===== src/rtl/mips_pkg.sv =====
// Shared constants and types for the MIPS fetch stage: instruction width,
// PC increment, NOP encoding and the IF/ID register operation select.
package mips_pkg;

   localparam int          INSTR_W   = 32;
   localparam logic [31:0] PC_INC    = 32'd4;
   localparam logic [31:0] NOP_INSTR = 32'h0000_0000;

   typedef enum logic [1:0] {
      IFID_HOLD    = 2'd0,
      IFID_CAPTURE = 2'd1,
      IFID_FLUSH   = 2'd2
   } ifid_op_e;

   // Instruction fetches are word aligned, so the low two bits are dropped.
   function automatic logic [31:0] align_word(input logic [31:0] addr);
      return {addr[31:2], 2'b00};
   endfunction

endpackage


===== src/rtl/if_id_reg.sv =====
// IF/ID pipeline register: captures a fetched instruction, holds it on a
// stall, or flushes it to a NOP when a taken branch redirects fetch.
module if_id_reg
   import mips_pkg::*;
(
   input  logic               clk,
   input  logic               reset,
   input  ifid_op_e           op,
   input  logic [INSTR_W-1:0] instr_in,
   input  logic [31:0]        pc_plus4_in,
   output logic [INSTR_W-1:0] instr_id,
   output logic [31:0]        pc_plus4_id,
   output logic               valid_id
);

   // NOTE: sequential state uses non-blocking assignments so every register
   // samples its inputs as they were before the edge, regardless of order.
   always_ff @(posedge clk) begin
      if (reset) begin
         instr_id    <= NOP_INSTR;
         pc_plus4_id <= '0;
         valid_id    <= 1'b0;
      end else begin
         case (op)
            IFID_CAPTURE: begin
               instr_id    <= instr_in;
               pc_plus4_id <= pc_plus4_in;
               valid_id    <= 1'b1;
            end
            IFID_FLUSH: begin
               instr_id    <= NOP_INSTR;
               pc_plus4_id <= '0;
               valid_id    <= 1'b0;
            end
            default: ;
         endcase
      end
   end

endmodule


===== src/rtl/if_stage_ctrl.sv =====
// MIPS IF stage: PC register, next-PC selection and the IF/ID register.
// Define IF_BRANCH_CNT_EN to build the saturating taken-branch counter.
module if_stage_ctrl
   import mips_pkg::*;
#(
   parameter logic [31:0] RESET_PC = 32'h0000_0000,
   parameter int          CNT_W    = 32
)(
   input  logic               clk,
   input  logic               reset,
   input  logic               branch_taken,
   input  logic [31:0]        branch_target,
   input  logic               stall,
   input  logic [INSTR_W-1:0] instr_in,
   output logic [31:0]        pc_out,
   output logic [INSTR_W-1:0] instr_id,
   output logic [31:0]        pc_plus4_id,
   output logic               valid_id,
   output logic [CNT_W-1:0]   branch_cnt
);

   logic [31:0] pc_seq;
   logic [31:0] pc_next;
   ifid_op_e    ifid_op;

   // Wraps modulo 2^32 naturally through the 32-bit add.
   assign pc_seq = pc_out + PC_INC;

   // Priority below reset: stall holds everything, then branch, then sequential.
   // NOTE: every always_comb output gets a default first so no path leaves it
   // unassigned, which would otherwise infer a latch.
   always_comb begin
      pc_next = pc_out;
      ifid_op = IFID_HOLD;
      if (!stall) begin
         if (branch_taken) begin
            pc_next = align_word(branch_target);
            ifid_op = IFID_FLUSH;
         end else begin
            pc_next = pc_seq;
            ifid_op = IFID_CAPTURE;
         end
      end
   end

   always_ff @(posedge clk) begin
      if (reset) pc_out <= RESET_PC;
      else       pc_out <= pc_next;
   end

   if_id_reg u_if_id_reg (
      .clk         (clk),
      .reset       (reset),
      .op          (ifid_op),
      .instr_in    (instr_in),
      .pc_plus4_in (pc_seq),
      .instr_id    (instr_id),
      .pc_plus4_id (pc_plus4_id),
      .valid_id    (valid_id)
   );

`ifdef IF_BRANCH_CNT_EN
   logic branch_accepted;
   assign branch_accepted = branch_taken && !stall;

   always_ff @(posedge clk) begin
      if (reset)
         branch_cnt <= '0;
      else if (branch_accepted && (branch_cnt != {CNT_W{1'b1}}))
         branch_cnt <= branch_cnt + 1'b1;
   end
`else
   assign branch_cnt = '0;
`endif

endmodule


===== config.mk =====
export PLATFORM = sky130hd
export DESIGN_NAME = if_stage_ctrl
export DESIGN_NICKNAME = d
export VERILOG_FILES = /design/src/rtl/mips_pkg.sv /design/src/rtl/if_id_reg.sv /design/src/rtl/if_stage_ctrl.sv
export SDC_FILE = /design/constraint.sdc
export NUM_CORES = 1
export LEC_CHECK = 0
export BUFFER_PORTS_ARGS = -buffer_cell sky130_fd_sc_hd__buf_4
export CAP_MARGIN = 20
export CORE_AREA = 2 2 83 125
export DETAILED_ROUTE_END_ITERATION = 10
export DIE_AREA = 0 0 85 127
export PLACE_DENSITY_LB_ADDON = 0.1
export SYNTH_ARGS = -nofsm -noshare
export SYNTH_HDL_FRONTEND = slang
export SYNTH_SLANG_ARGS = --single-unit

===== constraint.sdc =====
create_clock -name clk -period 2.74 [get_ports clk]
set_input_delay 0.411 -clock clk [delete_from_list [all_inputs] [get_ports clk]]
set_output_delay 0.411 -clock clk [all_outputs]
set_load 0.05 [all_outputs]

==> reports/metrics.yaml, run 1 <==
synthDistinctLibCells: 56
insertion_delay_ns: 0.35
route.detailed.drc: 0
timing.fmax_mhz: 409
htreeDepth: 3
p_leak_nw: 2.62
hpwl_um: 8880
syn_avg_cell_area_um2: 8.52
synth_xor_area_frac: 0.0502
nFillCells: 852
gr-total-overflow: 0
hold_path.class: "input port to flip-flop"
antenna_found_initial: 0
synth_top_family_by_area: "compound AO/OA/AOI/OAI gates"
syn_inst: 532
fin_crit_ns: 2.45
area.growth.synth_to_final_pct: 33.1
die_x_um: 85
antenna_cells: 0
core_area_um2: 9630
slew_headroom: 0.589
ant_nets: 0
finalCritPeriodShare: 0.893
grt_start_max_net_pins: 62
synth_compound_area_frac: 0.221
die_y_um: 127
dr.pass1.iters: 4
async_flop_share: 0
status: "complete, no violations"
worstSetupPathType: "flip-flop to flip-flop"
clock_skew_ns: 0.00780
die_area_um2: 10800
setup_tns_ns: 0
synthSimpleGateAreaFrac: 0.201
powerDensity_nw_per_um2: 591
synth-seq-area-share: 0.415
drtIter0Drc: 255
routed_wl_um: 12300
fin_nets: 745
start_kind: "flip-flop"
arrival_ns: 2.66
gr-usage-all-layers: 0.224
initial_core_util: 0.471
critical-path-max-stage-delay_ns: 0.70
clk_pin_slew_ns: 0.06
peakVddDrop_v: 0.000529
cp_slowest_cell: "or4_1"
io_pins: 197
ys_warn_count: 0
final_hold_viol_count: 0
postCtsResizedCells: 0
cp_num_buf_inv: 0
power_switching_mw: 1.07
cts_buffer_depth: 2
layout-drive-gt1-share: 0.308
synthMuxAreaShare: 0.00883
cts_tree: "yes"
root_buffer: "clkbuf_16"
grt_pass1_wl_um: 19200
synth_flop_cell: "dfxtp_1"
switching_share: 0.301
p_clk_frac: 0.388
syn-cell-area_um2: 4530
final_max_slew_viol_count: 0
drv_cap: 0
path_delay_family: "simple AND/OR/NAND/NOR gates"
worstReg2RegStart: "pc_out[3]"
endpoint_kind: "flip-flop"
placementRows: 44
drt-vias-per-instance: 5.32
total_power_mw: 3.57
cp_max_fo: 7
hp-start: "instr_in[13]"
cts_setup_buffers: 0
grt_pass1_vias: 3852
numCtsBuffers: 9
gp_congestion: 0.855
setup_viol: 0
wire_per_inst_um: 15.5
port_buffers: 160
route.vias.total: 4231
worst_slew_pin_slew_ns: 0.616
startpoint: "pc_out[3]"
path_cells: "ha_1, nand3_1, or4_1, nor4_4, mux2i_1, a21oi_1"
internal-power_mw: 2.49
rsz0062_at_grt: "no"
synth-adder-area-share: 0.00276
seq_power_share: 0.417
comb_power_share: 0.195
ys_ff_latch: 94
clock_sinks: 94
required_ns: 2.95
synth-edff-count: 0
cts_hold_buffers: 0
flip-flops by register name, summed over array words and instances, names as in the netlist:
name and flops:
u_if_id_reg.valid_id 1, pc_out 30, u_if_id_reg.instr_id 32, u_if_id_reg.pc_plus4_id 31
cells in the final DEF, fill, tap and decap left out, types with 6 or more instances in the layout:
master,count
a21oi_1,45
a22o_1,32
a22oi_1,13
a31oi_1,7
buf_4,174
clkbuf_16,9
conb_1,34
dfxtp_1,94
inv_1,9
nand2_1,35
nand3_1,15
nand4_1,6
nor2_1,54
nor3_1,7
o21ai_0,32
or2_2,9
xnor2_1,18
xor2_1,8
layer usage:
metal | vias to the layer above | global-route usage | part of all wire
met4 | 0 | 0.0934 | 0.015
met5 | - | 0 | 0
li1 | 2113 | - | -
met3 | 12 | 0.0510 | 0.079
met2 | 161 | 0.386 | 0.52
met1 | 1945 | 0.265 | 0.39
through the flow:
| step | hold slack, ns | area (um^2) | util | worst slack, ns | cells |
|---|---|---|---|---|---|
| floorplan | 0.537 | 4660 | - | 0.237 | 565 |
| global placement | 0.435 | 5700 | 0.592 | 0.368 | 780 |
| detailed placement | 0.448 | 5700 | 0.592 | 0.305 | 780 |
| CTS | 0.259 | 6040 | 0.626 | 0.287 | 796 |
| global route | 0.267 | 6040 | 0.626 | 0.162 | 796 |
| finish | 0.266 | 6040 | 0.626 | 0.293 | 796 |
power by group through the flow:
stage	clock, mW	combinational, mW	sequential [mW]
2_1_floorplan	0	0.317	1.71
3_3_place_gp	0	0.693	1.51
3_5_place_dp	0	0.697	1.52
4_1_cts	1.41	0.698	1.49
5_1_grt	1.45	0.736	1.50
6_report	1.38	0.694	1.49
synth_stat cells (all sizes together) (3+ instances only):
cell type / n / share of area
dfxtp: 94 / 0.42
nor2: 56 / 0.046
a21oi: 45 / 0.050
buf: 44 / 0.067
nand2: 35 / 0.029
a22o: 32 / 0.062
o21ai: 32 / 0.035
clkbuf: 30 / 0.025
xnor2: 18 / 0.035
nand3: 17 / 0.023
a22oi: 13 / 0.022
inv: 9 / 0.0074
or2: 9 / 0.012
xor2: 8 / 0.015
a31oi: 7 / 0.0097
nand4: 7 / 0.013
nor3: 7 / 0.0077
nor4: 6 / 0.018
and3: 5 / 0.0069
nor2b: 5 / 0.0069
mux2i: 4 / 0.0088
nand2b: 4 / 0.0055
or4: 4 / 0.0066
nor3b: 3 / 0.0050
o211ai: 3 / 0.0050
o31ai: 3 / 0.0050
o32ai: 3 / 0.0058
or3: 3 / 0.0041
logic make-up (layout without fill, tap and decap cells):
group | after synthesis | after routing
simple gates | 169 | 169
mux | 4 | 4
flops | 94 | 94
buf+inv | 84 | 200
fa+ha+maj | 1 | 1
other cells | 1 | 34
xor+xnor | 26 | 26
compound gates | 153 | 153
worst paths after layout:
path | to | slack [ns] | cells after the start
worst max-delay path | pc_out[28] | 0.29 | 6
worst min-delay path | u_if_id_reg.instr_id[13] | 0.27 | 2
worst max register to register | pc_out[28] | 0.29 | 6
worst min register to register | u_if_id_reg.valid_id | 0.46 | 2
worst reg2reg max path, cell delays in order (launching register included):
cell and delay [ns]:
dfxtp_1 0.43, ha_1 0.28, nand3_1 0.18, or4_1 0.70, nor4_4 0.42, mux2i_1 0.23, a21oi_1 0.08
cell type report:
type                       instances  area (um^2)  area share
multi-input combinational        387         2330       0.386
sequential                        94         1880       0.312
timing repair buffer             174         1310       0.216
clock buffer                      11          253      0.0419
tap                              115          144      0.0238
clock inverter                     5         81.3      0.0135
inverter                          10         37.5     0.00622
(Power assumes the default switching activity.)
==> run 2, diff against run 1 <==
--- a/config.mk
+++ b/config.mk
@@ -5,11 +5,12 @@
 export SDC_FILE = /design/constraint.sdc
 export NUM_CORES = 1
 export LEC_CHECK = 0
+export ABC_AREA = 1
 export BUFFER_PORTS_ARGS = -buffer_cell sky130_fd_sc_hd__buf_4
 export CAP_MARGIN = 20
-export CORE_AREA = 2 2 83 125
+export CORE_AREA = 2 2 82 124
 export DETAILED_ROUTE_END_ITERATION = 10
-export DIE_AREA = 0 0 85 127
+export DIE_AREA = 0 0 84 126
 export PLACE_DENSITY_LB_ADDON = 0.1
 export SYNTH_ARGS = -nofsm -noshare
 export SYNTH_HDL_FRONTEND = slang
==> reports/metrics.yaml, run 2 <==
cts_tree: "yes"
area.growth.synth_to_final_pct: 33.7
p_leak_nw: 2.77
synth_most_common_cell: "nand2_1"
htreeDepth: 3
syn_inst: 578
final_core_util: 0.617
rsz0062_at_grt: "no"
clock_skew_ns: 0.00684
die_area_um2: 10600
io_pins: 197
grt_pass1_wl_um: 18700
initial_core_util: 0.461
peakVddDrop_v: 0.000624
largest_register_ffs: 32
gr-total-overflow: 0
cts_buffer_depth: 2
final_common_cell: "buf_4"
hpwl_um: 8870
syn-cell-area_um2: 4390
cts_setup_buffers: 0
cts_hold_buffers: 0
placementRows: 44
postCtsResizedCells: 0
die_y_um: 126
synth-edff-count: 0
grtUsageMet1: 0.252
ys_top_cells_by_area: "dfxtp_1, nand2_1, a32o_1"
grtUsageMet3: 0.0544
final_cell_mix: "buf_4, nand2_1, dfxtp_1, inv_1, a21oi_1"
route.detailed.drc: 0
cp_max_fo: 6
worstSetupPathType: "flip-flop to flip-flop"
setup_viol: 0
gp_congestion: 0.899
grt_start_max_net_pins: 44
synth-seq-area-share: 0.428
synthDistinctLibCells: 30
clk_pin_slew_ns: 0.07
async_flop_share: 0
die_x_um: 84
gr-usage-all-layers: 0.219
reg_top3: "u_if_id_reg.instr_id: 32 flops, u_if_id_reg.pc_plus4_id: 31 flops, pc_out: 30 flops"
synth_top_cell_by_area: "dfxtp_1"
fin_crit_ns: 1.82
wire_per_inst_um: 14.2
required_ns: 2.99
fin_nets: 794
antenna_found_initial: 0
drtIter0Drc: 200
numCtsBuffers: 9
final_hold_viol_count: 0
routed_wl_um: 12000
largest_register: "u_if_id_reg.instr_id"
hold_slack_ns: 0.309
slew_headroom: 0.462
hold_path.class: "input port to flip-flop"
synth_top_area_frac: 0.428
endpoint_kind: "flip-flop"
drt-vias-per-instance: 5.04
antenna_cells: 0
ys_warn_count: 0
syn_avg_cell_area_um2: 7.60
arrival_ns: 2.06
start_kind: "flip-flop"
synth_flop_cell: "dfxtp_1"
timing.fmax_mhz: 551
core_area_um2: 9520
final_max_slew_viol_count: 0
ys_ff_latch: 94
root_buffer: "clkbuf_16"
port_buffers: 160
setup_tns_ns: 0
route.vias.total: 4262
grt_pass1_vias: 3982
ant_nets: 0
worst_slew_pin_slew_ns: 0.806
use_met2: 0.373
layout-drive-gt1-share: 0.286
synth_commonest_cells: "nand2_1, dfxtp_1, inv_1"
dr.pass1.iters: 4
insertion_delay_ns: 0.34
drv_cap: 0
clock_sinks: 94
finalCritPeriodShare: 0.663
grt-busiest-layer: "met2"
powerDensity_nw_per_um2: 602
status: "complete, no violations"
run 2: changes by cell type in the layout (fill, tap and decap cells not counted), sizes merged, moves of 13 or more:
cell   change
xnor2     -14
nand2    +136
nor2      -18
a32o      +32
a22oi     -13
a22o      -31
inv       +40
run 2: power breakdown:
part | internal (mW) | switching [mW] | leakage (nW)
sequential | 1.43 | 0.0580 | 0.769
combinational | 0.201 | 0.476 | 1.84
clock | 0.830 | 0.547 | 0.159
run 2: kinds of logic (layout without fill, tap and decap cells):
kind of cell,count (synthesis),in the layout,synth area share
adders and majority gates,1,1,0.00285
buffers and inverters,114,233,0.131
DFF,94,94,0.428
and+or+nand+nor,235,235,0.227
other,1,34,0.000853
xor gates and xnor gates,16,16,0.0319
AOI/OAI and AO/OA,117,117,0.178
run 2: critical path: stages, from the launching register on:
cell     delay, ns
dfxtp_1       0.44
ha_1          0.22
nand3_1       0.18
inv_2         0.11
nand2_2       0.11
nor2_2        0.19
nand2_1       0.09
xor2_1        0.14
nand2_1       0.08
nand2_1       0.06
nand2_1       0.05
inv_1         0.04
run 2: path summary, 6_finish.rpt:
path	cells after the start	endpoint	start	slack, ns
hold reg to reg	2	u_if_id_reg.pc_plus4_id[1]	u_if_id_reg.pc_plus4_id[1]	0.46
hold / removal	2	u_if_id_reg.instr_id[28]	instr_in[28]	0.31
setup / recovery	11	u_if_id_reg.pc_plus4_id[22]	pc_out[2]	0.92
setup reg to reg	11	u_if_id_reg.pc_plus4_id[22]	pc_out[2]	0.92
run 2: final cells by class:
cell class | instances | area, um^2
Clock buffer | 10 | 239
Clock inverter | 6 | 90.1
Fill cell | 889 | 3650
Inverter | 48 | 180
Multi-Input combinational cell | 403 | 2070
Sequential cell | 94 | 1880
Tap cell | 115 | 144
Timing Repair Buffer | 169 | 1270
run 2: stage by stage:
step | instance area, um^2 | setup slack (ns) | cells | power [mW]
CTS | 5880 | 0.933 | 845 | 3.56
global placement | 5550 | 0.789 | 829 | 2.18
finish | 5880 | 0.925 | 845 | 3.54
floorplan | 4520 | 0.820 | 611 | 2.01
global route | 5880 | 0.769 | 845 | 3.66
detailed placement | 5550 | 0.758 | 829 | 2.19
run 2: layer usage:
metal / up-vias / wire (um)
met5: - / 0
met4: 0 / 420
met3: 26 / 942
met2: 164 / 6070
met1: 1955 / 4590
li1: 2117 / -
